## src/rtl/pipe_pkg.sv

```systemverilog
// pipe_pkg: opcodes, NOP and instruction field positions shared by the decode-side pipeline blocks.
package pipe_pkg;
    localparam logic [5:0] OP_RTYPE = 6'h00;
    localparam logic [5:0] OP_JMP = 6'h02;
    localparam logic [5:0] OP_BEQ = 6'h04;
    localparam logic [5:0] OP_LW = 6'h23;
    localparam logic [31:0] NOP = 32'h0;
    localparam int OPC_LSB = 26;
    localparam int OPC_W = 6;
    localparam int RS_LSB = 21;
    localparam int RT_LSB = 16;
    localparam int REG_W = 5;
    localparam int IMM_LSB = 0;
    localparam int IMM_W = 16;
    localparam int JT_LSB = 0;
    localparam int JT_W = 20;
endpackage

```

## src/rtl/if_id_stage_if.sv

```systemverilog
// if_id_stage_if: fetch <-> IF/ID link (PC + fetched word forward, stall/redirect back).
interface if_id_stage_if #(
    parameter int ADDR_W = 20,
    parameter int INSTR_W = 32
);
    logic [ADDR_W-1:0] Daddress;
    logic [INSTR_W-1:0] instr_in;
    logic stall;
    logic jumpEnable;
    logic [ADDR_W-1:0] jumpAddress;
    modport master (output Daddress, instr_in, input stall, jumpEnable, jumpAddress);
    modport slave (input Daddress, instr_in, output stall, jumpEnable, jumpAddress);
endinterface

```

## src/rtl/load_use_detect.sv

```systemverilog
// load_use_detect: flags a decode instruction that needs the result of a load still in ID/EX.
module load_use_detect
    import pipe_pkg::*;
(
    input  logic             r_valid,
    input  logic [OPC_W-1:0] opcode,
    input  logic [REG_W-1:0] rs,
    input  logic [REG_W-1:0] rt,
    input  logic             idex_valid,
    input  logic             idex_mem_read,
    input  logic [REG_W-1:0] idex_rt,
    output logic             hz
);
    logic rt_used;
    // rt is only a source operand for BEQ and R-type instructions
    assign rt_used = (opcode == OP_BEQ) || (opcode == OP_RTYPE);
    assign hz = r_valid && idex_valid && idex_mem_read && (idex_rt != '0) &&
                ((idex_rt == rs) || (rt_used && (idex_rt == rt)));
endmodule

```

## src/rtl/if_id_stage.sv

```systemverilog
// if_id_stage: IF/ID pipeline register with load-use stall, jump/branch redirect
// and saturating stall/flush counters.
module if_id_stage
    import pipe_pkg::*;
#(
    parameter int ADDR_W = 20,
    parameter int INSTR_W = 32,
    parameter int CNT_W = 16
) (
    input  logic               clock,
    input  logic               reset,
    if_id_stage_if.slave       fif,
    input  logic               idex_valid,
    input  logic               idex_mem_read,
    input  logic [4:0]         idex_rt,
    input  logic [31:0]        rs_data,
    input  logic [31:0]        rt_data,
    output logic               id_valid,
    output logic [ADDR_W-1:0]  id_pc,
    output logic [INSTR_W-1:0] id_instr,
    output logic [4:0]         id_rs,
    output logic [4:0]         id_rt,
    output logic [CNT_W-1:0]   stall_count,
    output logic [CNT_W-1:0]   flush_count
);
    logic [ADDR_W-1:0] r_pc_q, r_pc_d;
    logic [INSTR_W-1:0] r_instr_q, r_instr_d;
    logic r_valid_q, r_valid_d;
    logic [CNT_W-1:0] stall_cnt_q, stall_cnt_d;
    logic [CNT_W-1:0] flush_cnt_q, flush_cnt_d;
    logic [OPC_W-1:0] opcode;
    logic [IMM_W-1:0] imm16;
    logic [ADDR_W-1:0] imm_ext, beq_target, jmp_target, target;
    logic hz, redir;

    assign opcode = r_instr_q[OPC_LSB +: OPC_W];
    assign imm16 = r_instr_q[IMM_LSB +: IMM_W];
    assign id_rs = r_instr_q[RS_LSB +: REG_W];
    assign id_rt = r_instr_q[RT_LSB +: REG_W];

    load_use_detect u_lud (
        .r_valid       (r_valid_q),
        .opcode        (opcode),
        .rs            (id_rs),
        .rt            (id_rt),
        .idex_valid    (idex_valid),
        .idex_mem_read (idex_mem_read),
        .idex_rt       (idex_rt),
        .hz            (hz)
    );

    assign imm_ext = ADDR_W'($signed(imm16));
    assign beq_target = r_pc_q + ADDR_W'(1) + imm_ext;
    assign jmp_target = ADDR_W'(r_instr_q[JT_LSB +: JT_W]);
    assign target = (opcode == OP_JMP) ? jmp_target : beq_target;
    // a stalled instruction must not redirect: the PC register would take the load over the hold
    assign redir = r_valid_q && !hz &&
                   ((opcode == OP_JMP) || ((opcode == OP_BEQ) && (rs_data == rt_data)));

    assign fif.stall = hz;
    assign fif.jumpEnable = redir;
    assign fif.jumpAddress = redir ? target : '0;
    assign id_valid = r_valid_q && !hz;
    assign id_pc = r_pc_q;
    assign id_instr = r_instr_q;
    assign stall_count = stall_cnt_q;
    assign flush_count = flush_cnt_q;

    always_comb begin
        r_pc_d = hz ? r_pc_q : fif.Daddress;
        r_instr_d = hz ? r_instr_q : fif.instr_in;
        r_valid_d = hz ? r_valid_q : !redir;
        stall_cnt_d = (hz && stall_cnt_q != '1) ? stall_cnt_q + CNT_W'(1) : stall_cnt_q;
        flush_cnt_d = (redir && flush_cnt_q != '1) ? flush_cnt_q + CNT_W'(1) : flush_cnt_q;
    end

    always_ff @(posedge clock) begin
        if (!reset) begin
            r_pc_q <= '0;
            r_instr_q <= INSTR_W'(NOP);
            r_valid_q <= 1'b0;
            stall_cnt_q <= '0;
            flush_cnt_q <= '0;
        end else begin
            r_pc_q <= r_pc_d;
            r_instr_q <= r_instr_d;
            r_valid_q <= r_valid_d;
            stall_cnt_q <= stall_cnt_d;
            flush_cnt_q <= flush_cnt_d;
        end
    end
endmodule
```

## src/flat_wrapper.sv

```systemverilog
// flat-port wrapper written by rule: the top's interface ports become plain ports
module if_id_stage_flat import pipe_pkg::*;
#(
    parameter int ADDR_W = 20,
    parameter int INSTR_W = 32,
    parameter int CNT_W = 16
)
  (clock, reset, idex_valid, idex_mem_read, idex_rt, rs_data, rt_data, id_valid, id_pc, id_instr, id_rs, id_rt, stall_count, flush_count, fif_Daddress, fif_instr_in, fif_stall, fif_jumpEnable, fif_jumpAddress);
  if_id_stage_if #(.ADDR_W(ADDR_W), .INSTR_W(INSTR_W)) fif_i ();
  input  logic clock;
  input  logic reset;
  input  logic idex_valid;
  input  logic idex_mem_read;
  input  logic [4:0] idex_rt;
  input  logic [31:0] rs_data;
  input  logic [31:0] rt_data;
  output logic id_valid;
  output logic [ADDR_W-1:0] id_pc;
  output logic [INSTR_W-1:0] id_instr;
  output logic [4:0] id_rs;
  output logic [4:0] id_rt;
  output logic [CNT_W-1:0] stall_count;
  output logic [CNT_W-1:0] flush_count;
  input wire logic [$bits(fif_i.Daddress)-1:0] fif_Daddress;
  input wire logic [$bits(fif_i.instr_in)-1:0] fif_instr_in;
  output wire logic [$bits(fif_i.stall)-1:0] fif_stall;
  output wire logic [$bits(fif_i.jumpEnable)-1:0] fif_jumpEnable;
  output wire logic [$bits(fif_i.jumpAddress)-1:0] fif_jumpAddress;
  assign fif_i.Daddress = fif_Daddress;
  assign fif_i.instr_in = fif_instr_in;
  assign fif_stall = fif_i.stall;
  assign fif_jumpEnable = fif_i.jumpEnable;
  assign fif_jumpAddress = fif_i.jumpAddress;
  if_id_stage #(.ADDR_W(ADDR_W), .INSTR_W(INSTR_W), .CNT_W(CNT_W)) u_core (.clock(clock), .reset(reset), .fif(fif_i), .idex_valid(idex_valid), .idex_mem_read(idex_mem_read), .idex_rt(idex_rt), .rs_data(rs_data), .rt_data(rt_data), .id_valid(id_valid), .id_pc(id_pc), .id_instr(id_instr), .id_rs(id_rs), .id_rt(id_rt), .stall_count(stall_count), .flush_count(flush_count));
endmodule
```

## config.mk

```make
export PLATFORM = sky130hd
export DESIGN_NAME = if_id_stage_flat
export DESIGN_NICKNAME = d
export VERILOG_FILES = /design/src/rtl/pipe_pkg.sv /design/src/rtl/if_id_stage_if.sv /design/src/rtl/load_use_detect.sv /design/src/rtl/if_id_stage.sv /design/src/flat_wrapper.sv
export SDC_FILE = /design/constraint.sdc
export NUM_CORES = 1
export LEC_CHECK = 0
export ABC_CLOCK_PERIOD_IN_PS = 2400
export BUFFER_PORTS_ARGS = -buffer_cell sky130_fd_sc_hd__buf_2
export CAP_MARGIN = 20
export CORE_AREA = 2 2 114 116
export CTS_BUF_LIST = sky130_fd_sc_hd__clkbuf_8 sky130_fd_sc_hd__clkbuf_16
export DETAILED_ROUTE_END_ITERATION = 7
export DIE_AREA = 0 0 116 118
export PLACE_DENSITY = 0.83
export SYNTH_ARGS = -nofsm -noshare
export SYNTH_HDL_FRONTEND = slang
export SYNTH_SLANG_ARGS = --single-unit
```

## constraint.sdc

```tcl
create_clock -name clock -period 2.4 [get_ports clock]
set_input_delay 0.36 -clock clock [delete_from_list [all_inputs] [get_ports clock]]
set_output_delay 0.36 -clock clock [all_outputs]
set_load 0.01 [all_outputs]
```

Word level (Yosys, flattened, before mapping)
Index checks and enable logic that the tools add are counted.

cells by class
  equal/unequal tests = 7
  div/mod/pow operators = 0
  bitwise logic cells = 0
  reductions and logical operators = 17
  multiplexer cells = 2
  shifts and indexed selects = 0
  multiply operators = 0
  add/subtract/negate cells = 4
  magnitude comparators = 0

operators with widths
  cell                                                              number
  20-bit 2-to-1 mux                                                 2
  16-bit by 1-bit adder with 16-bit output (second input constant)  2
  32-bit == test                                                    1
  16-bit inequality test (second input constant)                    2
  20-bit by 1-bit adder with 20-bit output (second input constant)  1
  20-bit adder                                                      1
  5-bit == test                                                     2
  1-bit logical AND                                                 10
  6-bit by 2-bit == test with 1-bit output (second input constant)  1
  6-bit by 3-bit == test with 1-bit output (second input constant)  1
  6-bit logical NOT                                                 1
  5-bit nonzero test                                                1
  1-bit logical OR                                                  3
  1-bit logical NOT                                                 2

storage, ports and cells
  RAM bits = 0
  register bits after elaboration = 85
  memories kept = 0
  bits in read-only memories = 0
  latch bits = 0

Longest topological paths before layout
  word-level depth = 9
  gate-level depth with buffers = 11
  mapped depth without buffers = 11

Modules after synthesis
A second synthesis with hierarchy kept.

second synthesis, totals
  cell total of the unflattened synthesis = 618
  area total of the unflattened synthesis = 5222.5 µm²

by module, submodules not included
  module           area an instance (µm²)  cells an instance  times used
  if_id_stage      5077.4                  600                1
  load_use_detect  145.1                   18                 1

Least setup slack after synthesis
Ideal clock, no wire load.

  path type = register to output
  start = register u_core.r_instr_q[0], in the netlist u_core.id_instr[0]
  end = output port fif_jumpAddress[16]
  required time = 2040 ps
  buffers on the path = 0
  slack = -394 ps
  cell stages (with the launch flop) = 11
  arrival time = 2434 ps
  cells stage by stage = dfxtp_1 > inv_1 > ha_1 > inv_1 > fa_1 > a211oi_1 > o211ai_1 > a31oi_1 > o21bai_1 > and3_1 > nor4_1

on the way
  cells in the longest elaborated chain, start to end = 3

RTL lines
  what                    RTL line            text
  from (decl)             if_id_stage.sv:27   logic [INSTR_W-1:0] r_instr_q, r_instr_d;
  from (signal assigned)  if_id_stage.sv:80   r_instr_q <= INSTR_W'(NOP);
  from (signal assigned)  if_id_stage.sv:86   r_instr_q <= r_instr_d;
  20-bit adder            if_id_stage.sv:53   assign beq_target = r_pc_q + ADDR_W'(1) + imm_ext;
  20-bit 2-to-1 mux       if_id_stage.sv:55   assign target = (opcode == OP_JMP) ? jmp_target : beq_target;
  20-bit 2-to-1 mux       if_id_stage.sv:62   assign fif.jumpAddress = redir ? target : '0;
  to (decl)               flat_wrapper.sv:28  output wire logic [$bits(fif_i.jumpAddress)-1:0] fif_jumpAddress;

No other way between the ends.

Worst setup path after layout
Ends and elaborated chain as after synthesis.

==> summary.md <==
| Metric | Value |
|---|---|
| CORE AREA | 12,410 µm² |
| Final HPWL DP | 13.48 mm |
| Yosys top cell by area | dfxtp_1 |
| Htree depth | 3 |
| Synth Area in Adders | 5.369% |
| Clk Latency, worst-skew pair | 0.36 ns |
| Synth warn | 0 |
| Area Growth Syn to Fin | 85.25% |
| Final Slew Violations | 0 |
| Status | complete, but fails checks |
| Area of the die | between 10,000 and 15,000 µm² |
| Tcrit/Tclk final | 132.9% |
| Crit-path cells | inv_2, ha_4, inv_2, fa_2, a211oi_2, o211ai_1, a31oi_4, o21bai_1, nor4_2, nor4_4, buf_2 |
| CTS tree | done |
| Hold depth | 3 |
| Wire per inst | 21.26 µm |
| Synth area leaders | dfxtp_1 (32%), nand2_1 (11%), a21oi_1 (8.5%) |
| Hold wc startpoint | fif_instr_in[0] |
| Commonest non-fill, non-tap cell in the layout | buf_2 |
| Post-Route Setup TNS | -26.29 ns |
| Diode count | 0 |
| Post-synth EDFFs | 0 |
| Endpoints failing hold | 0 |
| Ys flop type | dfxtp_1 |
| Drt total wl | 25.75 mm |
| Gr ovfl total | 0 |
| Critical Path AT | 2.83 ns |
| Hold_buf cts | 0 |
| Most frequent cells in the layout | buf_2 (231), buf_4 (92), nand2_1 (86) |
| Num rows | between 40 and 50 |
| Critical Path RT | 2.04 ns |
| Reg2Reg Depth | 10 |
| Initial Util | a little over two fifths |
| Root Driver | clkbuf_16 |
| Initial antenna violation count | 0 |
| DIE WIDTH | between 100 and 150 µm |
| Leakage power | between 0.004 and 0.005 µW |
| Slew @ Worst Pin | 0.7626 ns |
| Global-route wire length before repair | about 36 mm |
| Vias | 7,149 |
| CTS max path bufs | 2 |
| Max Cap Viol | 0 |
| Final setup fails | roughly 110 |
| R2R Path Start | u_core.id_instr[26] |
| Kind of critical path | reg2out |
| Largest net degree at the start of global routing | 48 |
| Syn_nets | 832 |
| Placer Congestion | 0.9518 |
| Worst setup path startpoint | u_core.id_instr[0] |
| Layout Nets | 1,181 |
| Max IR drop VDD | 0.0004605 V |
| Synth top area share | approximately 32% |
| Relative slew slack | 49.16% |
| Number of global-route vias before repair | 6,773 |
| Post-layout min period | 3.190 ns |
| Port buffer count | 241 |
| Clk sinks | 85 |
| CTS clk-pin slew, worst paths | 0.07 ns |
| Total CTS buffers | 9 |
| Unrepaired setup endpoints after global routing | true |
| Post-synthesis cell area | 5266 µm² |
| Synth Area in Simple Gates | approximately 28% |
| Syn avg cell area | 7.688 µm² |
| Synth async-reset ratio | 0% |
| Reg2reg end | u_core.flush_count[14] |
| Critical Path Source Type | register |
| CP peak stage delay | 0.34 ns |
| Worst-path fanout max | 4 |
| CP endpoint kind | primary output |
| Fmax | 313.5 MHz |
| Smallest hold slack | between 0.2 and 0.25 ns |
| Io pins | 242 |
| Violated checks | negative setup slack |
| Register area share after synthesis | 32.31% |
| Power per cell area | a little over 400 nW/µm² |
| DR vias/cell | 5.903 |
| Clk_skew | 0.009245 ns |
| PnR worst setup slack | -0.7901 ns |
| DR pass1 iterations | 5 |
| Worst hold path type | in2reg |
| Multiplexer area fraction after synthesis | 2.091% |
| DRT iter0 DRCs | between 600 and 700 |
| XOR/XNOR Fraction of Synth Area | 9.812% |
| Worst slack at placement | -0.3607 ns |
| Post-route ant nets | 0 |
| Layout filler cell count | 741 |
| Complex-gate fraction of the synthesized area | about 17% |
| Worst R2R Setup Slack | -0.32 ns |
| Synth Register Bits | 85 |
| Die Y | 118 µm |
| Layout cells sized above 1 | 61.21% |
| Hold Path Sink | u_core.id_instr[0] |
| Synthesized instance count | roughly 690 |
| Final Util | 78.58% |
| GRT Overall Usage | 33.37% |
| Distinct cell type count after synthesis | 67 |
| Largest family of logic cells by synthesized area | simple AND/OR/NAND/NOR gates |
| Remaining DRCs | 0 |
| Slowest stage cell, crit path | dfxtp_4 |
| Most frequent CP cell | inv_2 |
-- routing by layer --
layer / track usage [%] / routed length (µm) / vias up
li1: - / - / 3109
met1: 38.57 / 9371 / 3425
met2: 56.07 / 12870 / 470
met3: 8.084 / 2033 / 145
met4: 17.86 / 1470 / 0
met5: 0 / 0 / -
-- cell usage after synthesis, types with 5 or more instances --
cell type    n
o21ai_0     13
nand2b_1    10
or3_1        8
nand4_1     16
ha_1        21
a211oi_1     7
or4_1        7
xnor2_1     43
inv_1       10
a21oi_1     89
buf_2        8
xor2_1      16
nor2_1      41
buf_1        5
nand2_1    155
clkbuf_1    18
and3_1       9
mux2i_1     11
a21o_1       6
nor3_1      11
buf_4       10
o31ai_1      7
nor4_1       6
nand3_1     11
dfxtp_1     85
-- logic make-up after synthesis --
group | after synthesis
AOI/OAI and AO/OA | 150
DFF | 85
and+or+nand+nor | 304
xor gates and xnor gates | 59
buffers and inverters | 54
adders and majority gates | 22
muxes | 11
-- flip-flops by register name (all words and copies together), names as in the netlist --
| signal | flops |
|---|---|
| u_core.flush_count | 16 |
| u_core.id_instr | 32 |
| u_core.id_pc | 20 |
| u_core.r_valid_q | 1 |
| u_core.stall_count | 16 |
-- report_power, final --
part           internal, µW  leakage [µW]  switching, µW
clock                   833      0.000150            630
sequential             1460      0.000704           64.0
combinational           491       0.00384            559
total                  2790       0.00470           1250
-- stage by stage --
stage          cells  instance area, µm²  power [µW]
2_1_floorplan    685                5433        1945
3_3_place_gp    1143                7305        2282
3_5_place_dp    1143                7305        2301
4_1_cts         1207                9158        3895
5_1_grt         1211                9756        4155
6_report        1211                9756        4040
-- worst max-delay path by stage --
stage	endpoint	slack, ns	cells past startpoint
4_1_cts	fif_jumpAddress[12]	-0.64	12
3_3_place_gp	fif_jumpAddress[18]	-0.31	12
3_5_place_dp	fif_jumpAddress[18]	-0.36	12
6_report	fif_jumpAddress[16]	-0.79	11
5_1_grt	fif_jumpAddress[14]	-1.0	12
2_1_floorplan	fif_jumpAddress[12]	-0.07	11
-- cell type report --
cell class / count / area [µm²] / share of cell area (%)
sequential: 85 / 1725 / 17.69
timing repair buffer: 380 / 2813 / 28.83
clock buffer: 10 / 239.0 / 2.450
clock inverter: 6 / 63.81 / 0.6541
multi-input combinational: 547 / 4646 / 47.62
tap: 172 / 215.2 / 2.206
inverter: 11 / 53.80 / 0.5515
-- worst max-delay path, delay by kind of cell, from the launching register on --
family	cells	cell delay (ns)
buf+inv	3	0.26
fa+ha+maj	2	0.48
compound gates	4	0.98
simple gates	2	0.40
flops	1	0.34
-- timing repair --
| item | 4_1_cts | 5_1_grt |
|---|---|---|
| gates cloned | 15 | 2 |
| setup endpoints to repair | 96 | 107 |
| pin swaps | 87 | 96 |
| buffers inserted | 34 | 14 |
| resized for setup | 204 | 174 |
No activity file was read; power rests on OpenSTA's default activity.
